`src/rtl/fwd_hazard_unit.sv`:
```
`default_nettype none
// ============================================================================
// Module      : fwd_hazard_unit
// Description : Operand-forwarding and load-use hazard unit for a 5-stage
//               pipeline. Tracks the EX/MEM/WB occupants, drives the EX
//               operand-select codes and the load-use stall, and keeps
//               saturating stall / forward performance counters.
// Revision    : 1.0 - initial release
// ============================================================================
module fwd_hazard_unit #(
    parameter int REG_AW = 5,
    parameter int CNT_W  = 16
) (
    input  logic              clk_i,
    input  logic              rst_i,
    input  logic              id_valid_i,
    input  logic [REG_AW-1:0] id_rs_i,
    input  logic [REG_AW-1:0] id_rt_i,
    input  logic              id_use_rt_i,
    input  logic [REG_AW-1:0] id_dst_i,
    input  logic              id_regwrite_i,
    input  logic              id_memread_i,
    input  logic              flush_i,
    output logic [1:0]        fwd_a_o,
    output logic [1:0]        fwd_b_o,
    output logic              stall_o,
    output logic [CNT_W-1:0]  stall_cnt_o,
    output logic [CNT_W-1:0]  fwd_cnt_o
);

    localparam logic [1:0]        c_sel_rf  = 2'b00;
    localparam logic [1:0]        c_sel_mem = 2'b01;
    localparam logic [1:0]        c_sel_wb  = 2'b10;
    localparam logic [CNT_W-1:0]  c_cnt_one = CNT_W'(1);
    localparam logic [CNT_W-1:0]  c_cnt_max = '1;
    localparam logic [REG_AW-1:0] c_reg_zero = '0;

    // EX stage occupant
    logic              r_ex_valid;
    logic [REG_AW-1:0] r_ex_rs;
    logic [REG_AW-1:0] r_ex_rt;
    logic              r_ex_use_rt;
    logic [REG_AW-1:0] r_ex_dst;
    logic              r_ex_regwrite;
    logic              r_ex_memread;

    // MEM stage occupant
    logic              r_mem_valid;
    logic [REG_AW-1:0] r_mem_dst;
    logic              r_mem_regwrite;

    // WB stage occupant
    logic              r_wb_valid;
    logic [REG_AW-1:0] r_wb_dst;
    logic              r_wb_regwrite;

    logic [CNT_W-1:0]  r_stall_cnt;
    logic [CNT_W-1:0]  r_fwd_cnt;

    logic              w_stall;
    logic              w_bubble;
    logic              w_mem_src;
    logic              w_wb_src;
    logic [1:0]        w_fwd_a;
    logic [1:0]        w_fwd_b;
    logic              w_fwd_any;

    // Load-use hazard detection and forwarding-source qualification
    always_comb begin
        w_mem_src = r_mem_valid & r_mem_regwrite & (r_mem_dst != c_reg_zero);
        w_wb_src  = r_wb_valid  & r_wb_regwrite  & (r_wb_dst  != c_reg_zero);

        w_stall = r_ex_valid & r_ex_memread & r_ex_regwrite &
                  (r_ex_dst != c_reg_zero) & id_valid_i &
                  ((r_ex_dst == id_rs_i) |
                   (id_use_rt_i & (r_ex_dst == id_rt_i)));

        // A squashed or held-back instruction must not enter EX
        w_bubble = w_stall | flush_i;
    end

    // Operand-select codes; the younger (MEM) producer wins over WB
    always_comb begin
        w_fwd_a = c_sel_rf;
        w_fwd_b = c_sel_rf;

        if (w_mem_src && (r_mem_dst == r_ex_rs)) begin
            w_fwd_a = c_sel_mem;
        end else if (w_wb_src && (r_wb_dst == r_ex_rs)) begin
            w_fwd_a = c_sel_wb;
        end

        if (r_ex_use_rt) begin
            if (w_mem_src && (r_mem_dst == r_ex_rt)) begin
                w_fwd_b = c_sel_mem;
            end else if (w_wb_src && (r_wb_dst == r_ex_rt)) begin
                w_fwd_b = c_sel_wb;
            end
        end

        w_fwd_any = (w_fwd_a != c_sel_rf) | (w_fwd_b != c_sel_rf);
    end

    // EX stage load: ID instruction, or a bubble on stall / flush
    always_ff @(posedge clk_i) begin
        if (!rst_i || w_bubble) begin
            r_ex_valid    <= 1'b0;
            r_ex_rs       <= '0;
            r_ex_rt       <= '0;
            r_ex_use_rt   <= 1'b0;
            r_ex_dst      <= '0;
            r_ex_regwrite <= 1'b0;
            r_ex_memread  <= 1'b0;
        end else begin
            r_ex_valid    <= id_valid_i;
            r_ex_rs       <= id_rs_i;
            r_ex_rt       <= id_rt_i;
            r_ex_use_rt   <= id_use_rt_i;
            r_ex_dst      <= id_dst_i;
            r_ex_regwrite <= id_regwrite_i;
            r_ex_memread  <= id_memread_i;
        end
    end

    // MEM and WB stages shift unconditionally behind EX
    always_ff @(posedge clk_i) begin
        if (!rst_i) begin
            r_mem_valid    <= 1'b0;
            r_mem_dst      <= '0;
            r_mem_regwrite <= 1'b0;
            r_wb_valid     <= 1'b0;
            r_wb_dst       <= '0;
            r_wb_regwrite  <= 1'b0;
        end else begin
            r_mem_valid    <= r_ex_valid;
            r_mem_dst      <= r_ex_dst;
            r_mem_regwrite <= r_ex_regwrite;
            r_wb_valid     <= r_mem_valid;
            r_wb_dst       <= r_mem_dst;
            r_wb_regwrite  <= r_mem_regwrite;
        end
    end

    // Saturating performance counters
    always_ff @(posedge clk_i) begin
        if (!rst_i) begin
            r_stall_cnt <= '0;
            r_fwd_cnt   <= '0;
        end else begin
            if (w_stall && (r_stall_cnt != c_cnt_max)) begin
                r_stall_cnt <= r_stall_cnt + c_cnt_one;
            end
            if (w_fwd_any && (r_fwd_cnt != c_cnt_max)) begin
                r_fwd_cnt <= r_fwd_cnt + c_cnt_one;
            end
        end
    end

    assign fwd_a_o     = w_fwd_a;
    assign fwd_b_o     = w_fwd_b;
    assign stall_o     = w_stall;
    assign stall_cnt_o = r_stall_cnt;
    assign fwd_cnt_o   = r_fwd_cnt;

endmodule
`default_nettype wire

```
`config.mk`:
```
export PLATFORM = sky130hd
export DESIGN_NAME = fwd_hazard_unit
export DESIGN_NICKNAME = d
export VERILOG_FILES = /design/src/rtl/fwd_hazard_unit.sv
export SDC_FILE = /design/constraint.sdc
export NUM_CORES = 1
export LEC_CHECK = 0
export BUFFER_PORTS_ARGS = -buffer_cell sky130_fd_sc_hd__buf_2
export CORE_MARGIN = 2
export CORE_UTILIZATION = 55
export CTS_CLUSTER_SIZE = 28
export DETAILED_ROUTE_END_ITERATION = 8
export PLACE_DENSITY = 0.87
export SYNTH_ARGS = -nofsm -noshare
export SYNTH_HDL_FRONTEND = slang
export SYNTH_SLANG_ARGS = --single-unit
```
`constraint.sdc`:
```
create_clock -name clk_i -period 3.16 [get_ports clk_i]
set_input_delay 0.948 -clock clk_i [delete_from_list [all_inputs] [get_ports clk_i]]
set_output_delay 0.948 -clock clk_i [all_outputs]
set_load 0.02 [all_outputs]
```
# Yosys cells after proc, flatten, opt, wreduce, memory -nomap -nowiden
# Index checks and enable logic that the tools add are counted.
# totals
mem_bits_ro,0
latchBits,0
ram_bits,0
ff_bits,65
input_bits,22
out_inout_bits,37
n_memories,0
elab_cells,56
# classes
n_shift,0
n_reduce_logical,13
add_sub_neg,2
mul,0
div,0
bitwise,13
n_mux,5
eq_ne,8
n_lt_le_gt_ge,0
# ops
cell,count
16-bit by 1-bit adder with 16-bit output (second input constant),2
16-bit != test (second input constant),2
5-bit equality test,6
5-bit nonzero test,3
1-bit AND,10
2-bit two-way mux,5
1-bit logical AND,6
2-bit nonzero test,2
1-bit OR,3
1-bit logical NOT,1
1-bit logical OR,1

# Longest topological paths before layout
# Gate-level depths: netlist (run 1).
# logic_depth
word_depth,9
ltp_mapped,8
depth_no_buf,7

# Worst setup path after synthesis (run 1)
# Ideal clock, no wire load.
# synth_path
kind,register -> output
from,register r_mem_dst[3]
to,output port fwd_b_o[0]
required_ns,2.212
arrival_ns,1.750
slack_ns,0.462
path_buffers,1
stages_incl_launch_ff,7
path_cell_list,dfxtp_1 > xor2_1 > or4_1 > nor4_4 > nand2_1 > buf_2 > inv_1
# synth_via
elab_chain_len,5
elab_cells_between_ends,6
classes_between,eq/ne (1); mux (2); bitwise (1); reduce/logical (2)
# synth_lines
item,line,source
"start, declared",49,logic [REG_AW-1:0] r_mem_dst;
"start signal, assigned",136,r_mem_dst <= r_ex_dst;
5-bit nonzero test,70,w_mem_src = r_mem_valid & r_mem_regwrite & (r_mem_dst != c_reg_zero);
1-bit AND,70,
1-bit logical AND *,94,if (w_mem_src && (r_mem_dst == r_ex_rt)) begin
2-bit two-way mux *,94,
2-bit two-way mux *,93,if (r_ex_use_rt) begin
"end, declared",25,"output logic [1:0] fwd_b_o,"
# Every way passes the cells marked *; elsewhere a longest branch is shown, timed or not.

# Worst setup path after layout (run 1)
# layout_path
from,input port id_rs_i[0]
to,output port stall_o
# layout_via
elab_chain_len,3
# layout_lines
item,line,source
"start, declared",17,"input logic [REG_AW-1:0] id_rs_i,"
5-bit equality test,75,((r_ex_dst == id_rs_i) |
1-bit OR,75,
1-bit AND,74,(r_ex_dst != c_reg_zero) & id_valid_i &
"end, declared",26,"output logic stall_o,"
# Every way passes these cells.

==> summary.md, run 1 <==
| Metric | Value |
|---|---|
| Fin nets | `429` |
| Hold Vio Cnt, Final | `0` |
| Post-synthesis sequential area ratio | `42.7%` |
| Worst VDD drop | `0.340 mV` |
| Clock tree buffer depth | `2` |
| Starting Density | `56.0%` |
| Finish-stage setup viols | `0` |
| Layout cells sized above 1 | `between 20 and 25%` |
| IO Pins | `59` |
| Clk_lat worst skew | `340 ps` |
| Tot GR Track Use | `24.2%` |
| Pwr dens | `465 mW/mm^2` |
| Final-report max-slew violation count | `0` |
| Vias in the first global route | `2508` |
| R2R Setup Slk | `approximately 960 ps` |
| Average wire per standard cell | `between 10 and 15 um` |
| First-pass GRT wire length | `11700 um` |
| Critical setup path kind | `in -> out` |
| GP Congestion | `0.844` |
| Vias post-DR | `between 2000 and 3000` |
| Fin crit share | `94.9%` |
| Total grt overflow | `0` |
| Max-capacitance violation count | `0` |
| Setup crit start kind | `input pin` |
| Non-Filler Instances | `482` |
| Final core utilization | `66.9%` |
| Synth cell types | `42` |
| Critical path endpoint category | `output pin` |
| Number of synthesized flops with an enable pin | `0` |
| Residual DRC count | `0` |
| Worst-path maximum fanout | `4` |
| Async set-reset flop share out of synthesis | `0%` |
| Hold slack final | `467 ps` |
| Die ar. | `0.00615 sq mm` |
| Hold_buf cts | `0` |
| P&R area growth vs syn | `19.5%` |
| Post_cts resized | `0` |
| Worst Max-Slew Pin Slew | `645 ps` |
| Tot Pwr | `1690 uW` |
| Worst Hold Class | `reg -> reg` |
| Mapped Cells | `about 340` |
| Critical Path RT | `2210 ps` |
| H-tree depth | `3` |
| Reg clk slew, reported paths | `70 ps` |
| Post-DP HPWL | `4930 um` |
| Die span in x | `78.4 um` |
| Largest net degree at the start of global routing | `48` |
| Dominant synthesized flop cell | `dfxtp_1` |
| Overall die height | `78.4 um` |
| Rows | `27` |
| Synth Area per Inst | `8.90 sq um` |
| Outcome | `complete, no violations` |
| Final ANT Viol Nets | `0` |
| Setup TNS | `0 ps` |
| Final WL | `6810 um` |
| Synth Cell Area | `0.00305 sq mm` |
| Clock sink count | `65` |
| Initial DRC count | `slightly above 200` |
| Clock skew | `4.91 ps` |
| Maximum clock rate | `roughly 330 MHz` |
| Synthesis-stage register bit count | `65` |
| Core outline area | `0.00544 sq mm` |
| Fin crit period | `3000 ps` |
| CTS root buffer | `clkbuf_8` |
| Initial antenna violation count | `0` |
| Placed Cells | `466` |
| Post-CTS setup repair buffer count | `0` |
| Port Buffers | `58` |
| Slew HR | `57.0%` |
| Warnings from Yosys | `0` |
| Synthesized Nets | `366` |
| CTS tree | `yes` |
| Ant diodes | `0` |
| First drt pass iteration count | `4` |
| Detail-routed via count per cell | `5.53` |
| Num CTS Buffers | `9` |
| Critical path data arrival time | `2050 ps` |
| LEAKAGE | `0.00149 uW` |
| RSZ-0062 raised after global routing | `false` |
-- sequential cells by signal, indices dropped and copies added (netlist names) --
name,count
r_ex_rs,5
r_ex_regwrite,1
r_ex_rt,5
r_wb_dst,5
r_mem_valid,1
r_ex_dst,5
r_wb_valid,1
r_mem_dst,5
r_ex_use_rt,1
r_mem_regwrite,1
fwd_cnt_o,16
r_wb_regwrite,1
stall_cnt_o,16
r_ex_memread,1
r_ex_valid,1
-- cell usage in the layout (no fill, tap or decap), drive strengths merged, types with 11 or more instances in the layout --
cell type	count
nand2b	14
xnor2	19
xor2	12
clkbuf	15
nand4	11
a21oi	25
and2	35
mux2i	16
nand3	21
buf	62
nand2	35
dfxtp	65
-- metrics by stage --
stage / instance area [sq um] / setup slack [ps]
floorplan: 3050 / 462
global placement: 3410 / 227
detailed placement: 3410 / 166
CTS: 3640 / 160
global route: 3640 / 59.6
finish: 3640 / 162
-- logic make-up after synthesis --
family | synth area share, %
and+or+nand+nor | 29.5
DFF | 42.7
adders and majority gates | 0.822
AOI/OAI and AO/OA | 10.4
buffers and inverters | 2.38
xor gates and xnor gates | 8.92
muxes | 5.26
-- routing by layer --
metal  vias to the layer above  global-route usage [%]  wire length, um
li1                       1327                       -                -
met1                      1246                    29.3             2870
met2                        80                    40.5             3480
met3                        11                    6.32              347
met4                         0                    10.9              105
met5                         -                       0                0
-- power by group --
group	internal [uW]	total [uW]	switching, uW
combinational	41.2	82.3	41.1
clock	473	765	292
sequential	833	847	14.0
total	1350	1690	347
-- final timing paths --
check | start | endpoint | depth (start not counted)
min | r_mem_valid | r_wb_valid | 1
max reg2reg | stall_cnt_o[0] | stall_cnt_o[14] | 8
max | id_rs_i[0] | stall_o | 6
min reg2reg | r_mem_valid | r_wb_valid | 1
-- critical path, stage by stage --
cell and delay, ps:
buf_2 110, xnor2_1 160, nand3_1 90, o22ai_1 340, and2_1 220, buf_2 170
-- area by class of cell --
cell class / count / area [sq um]
fillers: 453 / 1800
clock inverters: 1 / 30.0
inverters: 8 / 30.0
well taps: 72 / 90.1
flip-flops and latches: 65 / 1300
repair buffers: 62 / 320
multi-input cells: 259 / 1670
clock buffers: 15 / 196
-- Yosys cell counts (all sizes together) (2+ instances only) --
| cell | number | area [sq um] |
|---|---|---|
| dfxtp | 65 | 1300 |
| inv | 8 | 30.0 |
| and3 | 6 | 37.5 |
| and2 | 35 | 219 |
| nor4 | 3 | 33.8 |
| nand3 | 21 | 105 |
| nand4 | 11 | 68.8 |
| and4 | 2 | 17.5 |
| nor3 | 3 | 15.0 |
| nand2b | 14 | 87.6 |
| mux2i | 16 | 160 |
| o311a | 2 | 31.3 |
| o211ai | 2 | 15.0 |
| or3 | 9 | 56.3 |
| xnor2 | 19 | 166 |
| o31ai | 2 | 15.0 |
| nand2 | 35 | 131 |
| or4 | 8 | 63.8 |
| a21oi | 25 | 125 |
| o21ai | 10 | 50.1 |
| a21boi | 2 | 15.0 |
| buf | 2 | 12.5 |
| nor2 | 10 | 45.0 |
| ha | 2 | 25.0 |
| xor2 | 12 | 105 |
| clkbuf | 8 | 30.0 |
Note: power is estimated with default switching activity, not from simulation.
==> run 2, diff against run 1 <==
RECOVER_POWER = 25   (was unset)
==> run 2 against run 1 <==
  * The flow now finishes with violations (max-capacitance violations, max-slew violations)
  * Die area is the same
  * Hold slack gained 3.8 ps
  * Final cell count is the same
  * Sequential power is essentially flat
  * Power grew 0.25%
  * Critical path type unchanged
  * Largest power group unchanged
  * Highest routed layer unchanged
==> summary.md, run 2 (synthesis gave the netlist of run 1 again) <==
| Metric | Value |
|---|---|
| Clk_lat worst skew | `340 ps (about the same)` |
| Worst VDD drop | `0.342 mV (+0.45%)` |
| Critical path data arrival time | `2040 ps (about the same)` |
| Setup crit start kind | `input pin` |
| Clock tree buffer depth | `2 (unchanged)` |
| Worst-path maximum fanout | `4 (unchanged)` |
| Ant diodes | `0 (unchanged)` |
| R2R Setup Slk | `950 ps (about the same)` |
| Slew HR | `-16.4% (-73 points)` |
| Die ar. | `0.00615 sq mm (unchanged)` |
| Worst Hold Class | `reg -> reg` |
| Worst path cell trace | `buf_2 -> xnor2_1 -> nand3_1 -> o22ai_1 -> and2_1 -> buf_2` |
| Overall die height | `78.4 um (unchanged)` |
| P&R area growth vs syn | `18.9%` |
| Max-capacitance violation count | `1 (+1)` |
| GP Congestion | `0.844 (unchanged)` |
| Clock sink count | `65 (unchanged)` |
| Post_cts resized | `0 (unchanged)` |
| GRT busiest layer | `met2` |
| Commonest cells after routing, fill and taps aside | `65 x dfxtp_1, 47 x buf_2, 35 x nand2_1` |
| Met3 usage | `6.32% (unchanged)` |
| IO Pins | `59 (unchanged)` |
| Residual DRC count | `0 (unchanged)` |
| Post-CTS setup repair buffer count | `0 (unchanged)` |
| Layout cells sized above 1 | `17.6% (-2.9 points)` |
| Worst Max-Slew Pin Slew | `1750 ps (+1100 ps)` |
| RSZ-0062 raised after global routing | `false` |
| Critical path endpoint category | `output pin` |
| Critical setup path kind | `in -> out` |
| Hold_buf cts | `0 (unchanged)` |
| Top cell by count, worst path | `buf_2` |
| Final ANT Viol Nets | `0 (unchanged)` |
| Fin crit period | `2990 ps (-8.19 ps)` |
| Num CTS Buffers | `9 (unchanged)` |
| Reg clk slew, reported paths | `60 ps (about the same)` |
| Outcome | `complete, but fails checks` |
| Fin crit share | `94.6% (-0.26 points)` |
| Detail-routed via count per cell | `5.51 (-0.30%)` |
| Final Cell Area | `0.00362 sq mm (-0.48%)` |
| Pwr dens | `469 mW/mm^2 (+0.73%)` |
| Failing checks | `max-capacitance violations, max-slew violations` |
| Initial antenna violation count | `0 (unchanged)` |
| CP max stage cell | `o22ai_1` |
| Rows | `27 (unchanged)` |
| Core outline area | `0.00544 sq mm (unchanged)` |
| Post-DP HPWL | `4930 um (unchanged)` |
| Port Buffers | `58 (unchanged)` |
| Maximum clock rate | `335 MHz (+0.27%)` |
| Vias post-DR | `2656 (-0.30%)` |
| CTS tree | `yes` |
| H-tree depth | `3 (unchanged)` |
| Commonest non-fill, non-tap cell in the layout | `dfxtp_1` |
| Vias in the first global route | `2508 (unchanged)` |
| Setup TNS | `0 ps (unchanged)` |
| Slowest stage delay, CP | `340 ps (about the same)` |
| Tot GR Track Use | `24.2% (unchanged)` |
| Hold Vio Cnt, Final | `0 (unchanged)` |
| LEAKAGE | `0.00143 uW (-4.0%)` |
| Critical Path RT | `2210 ps (about the same)` |
| Clock skew | `5.40 ps (+0.484 ps)` |
| Area post-placement | `0.00341 sq mm (unchanged)` |
| Average wire per standard cell | `14.1 um (unchanged)` |
| CTS root buffer | `clkbuf_8` |
| Final WL | `6810 um (unchanged)` |
| Total grt overflow | `0 (unchanged)` |
| Die span in x | `78.4 um (unchanged)` |
| Final-report max-slew violation count | `48 (+48)` |
| First-pass GRT wire length | `11700 um (unchanged)` |
| Starting Density | `56.0% (unchanged)` |
| First drt pass iteration count | `7 (+3)` |
| Fin nets | `429 (unchanged)` |
| Initial DRC count | `164 (-21%)` |
| Met1 Track Usage GR | `29.3% (unchanged)` |
| Finish-stage setup viols | `0 (unchanged)` |
| GR Util met2 | `40.5% (unchanged)` |
| Largest net degree at the start of global routing | `48 (unchanged)` |
==> run 2: changes by cell type in the layout (fill, tap and decap cells not counted), sizes merged <==
| cell | previous run | this run |
|---|---|---|
| buf | 62 | 50 |
| clkbuf | 15 | 27 |
==> run 2: cell type report <==
cell class | instances | area [sq um]
clock buffer | 15 | 196
clock inverter | 1 | 30.0
fill | 463 | 1820
inverter | 8 | 30.0
multi-input combinational | 259 | 1670
sequential | 65 | 1300
tap | 72 | 90.1
timing repair buffer | 62 | 303
==> run 2: power breakdown <==
group	internal [uW]	switching [uW]	leakage [uW]
logic	41.0	41.1	0.000791
clock network	473	297	0.000116
registers	833	14.0	0.000527
==> run 2: worst max-delay path: cells and delay by family <==
kind / cells / cell delay [ps]
AOI/OAI and AO/OA: 1 / 340
and+or+nand+nor: 2 / 310
buffers and inverters: 2 / 280
xor gates and xnor gates: 1 / 160
==> run 2: worst paths after layout <==
check                               startpoint               to  cells past startpoint
worst max-delay path                id_rs_i[0]          stall_o                      6
worst min-delay path            r_mem_regwrite    r_wb_regwrite                      1
worst max register to register  stall_cnt_o[0]  stall_cnt_o[14]                      8
worst min register to register  r_mem_regwrite    r_wb_regwrite                      1
==> run 2: per-layer routing <==
| layer | vias up | wire [um] |
|---|---|---|
| li1 | 1322 | - |
| met1 | 1232 | 2860 |
| met2 | 92 | 3480 |
| met3 | 10 | 363 |
| met4 | 0 | 104 |
| met5 | - | 0 |
==> run 2: per-stage QoR <==
stage	instances	setup slack, ps	util [%]	hold slack [ps]	total power, uW
2_1_floorplan	342	462	-	430	917
3_3_place_gp	466	227	62.8	441	942
3_5_place_dp	466	166	62.8	449	947
4_1_cts	482	160	66.9	473	1710
5_1_grt	482	59.6	66.6	494	1770
6_report	482	171	66.6	471	1700
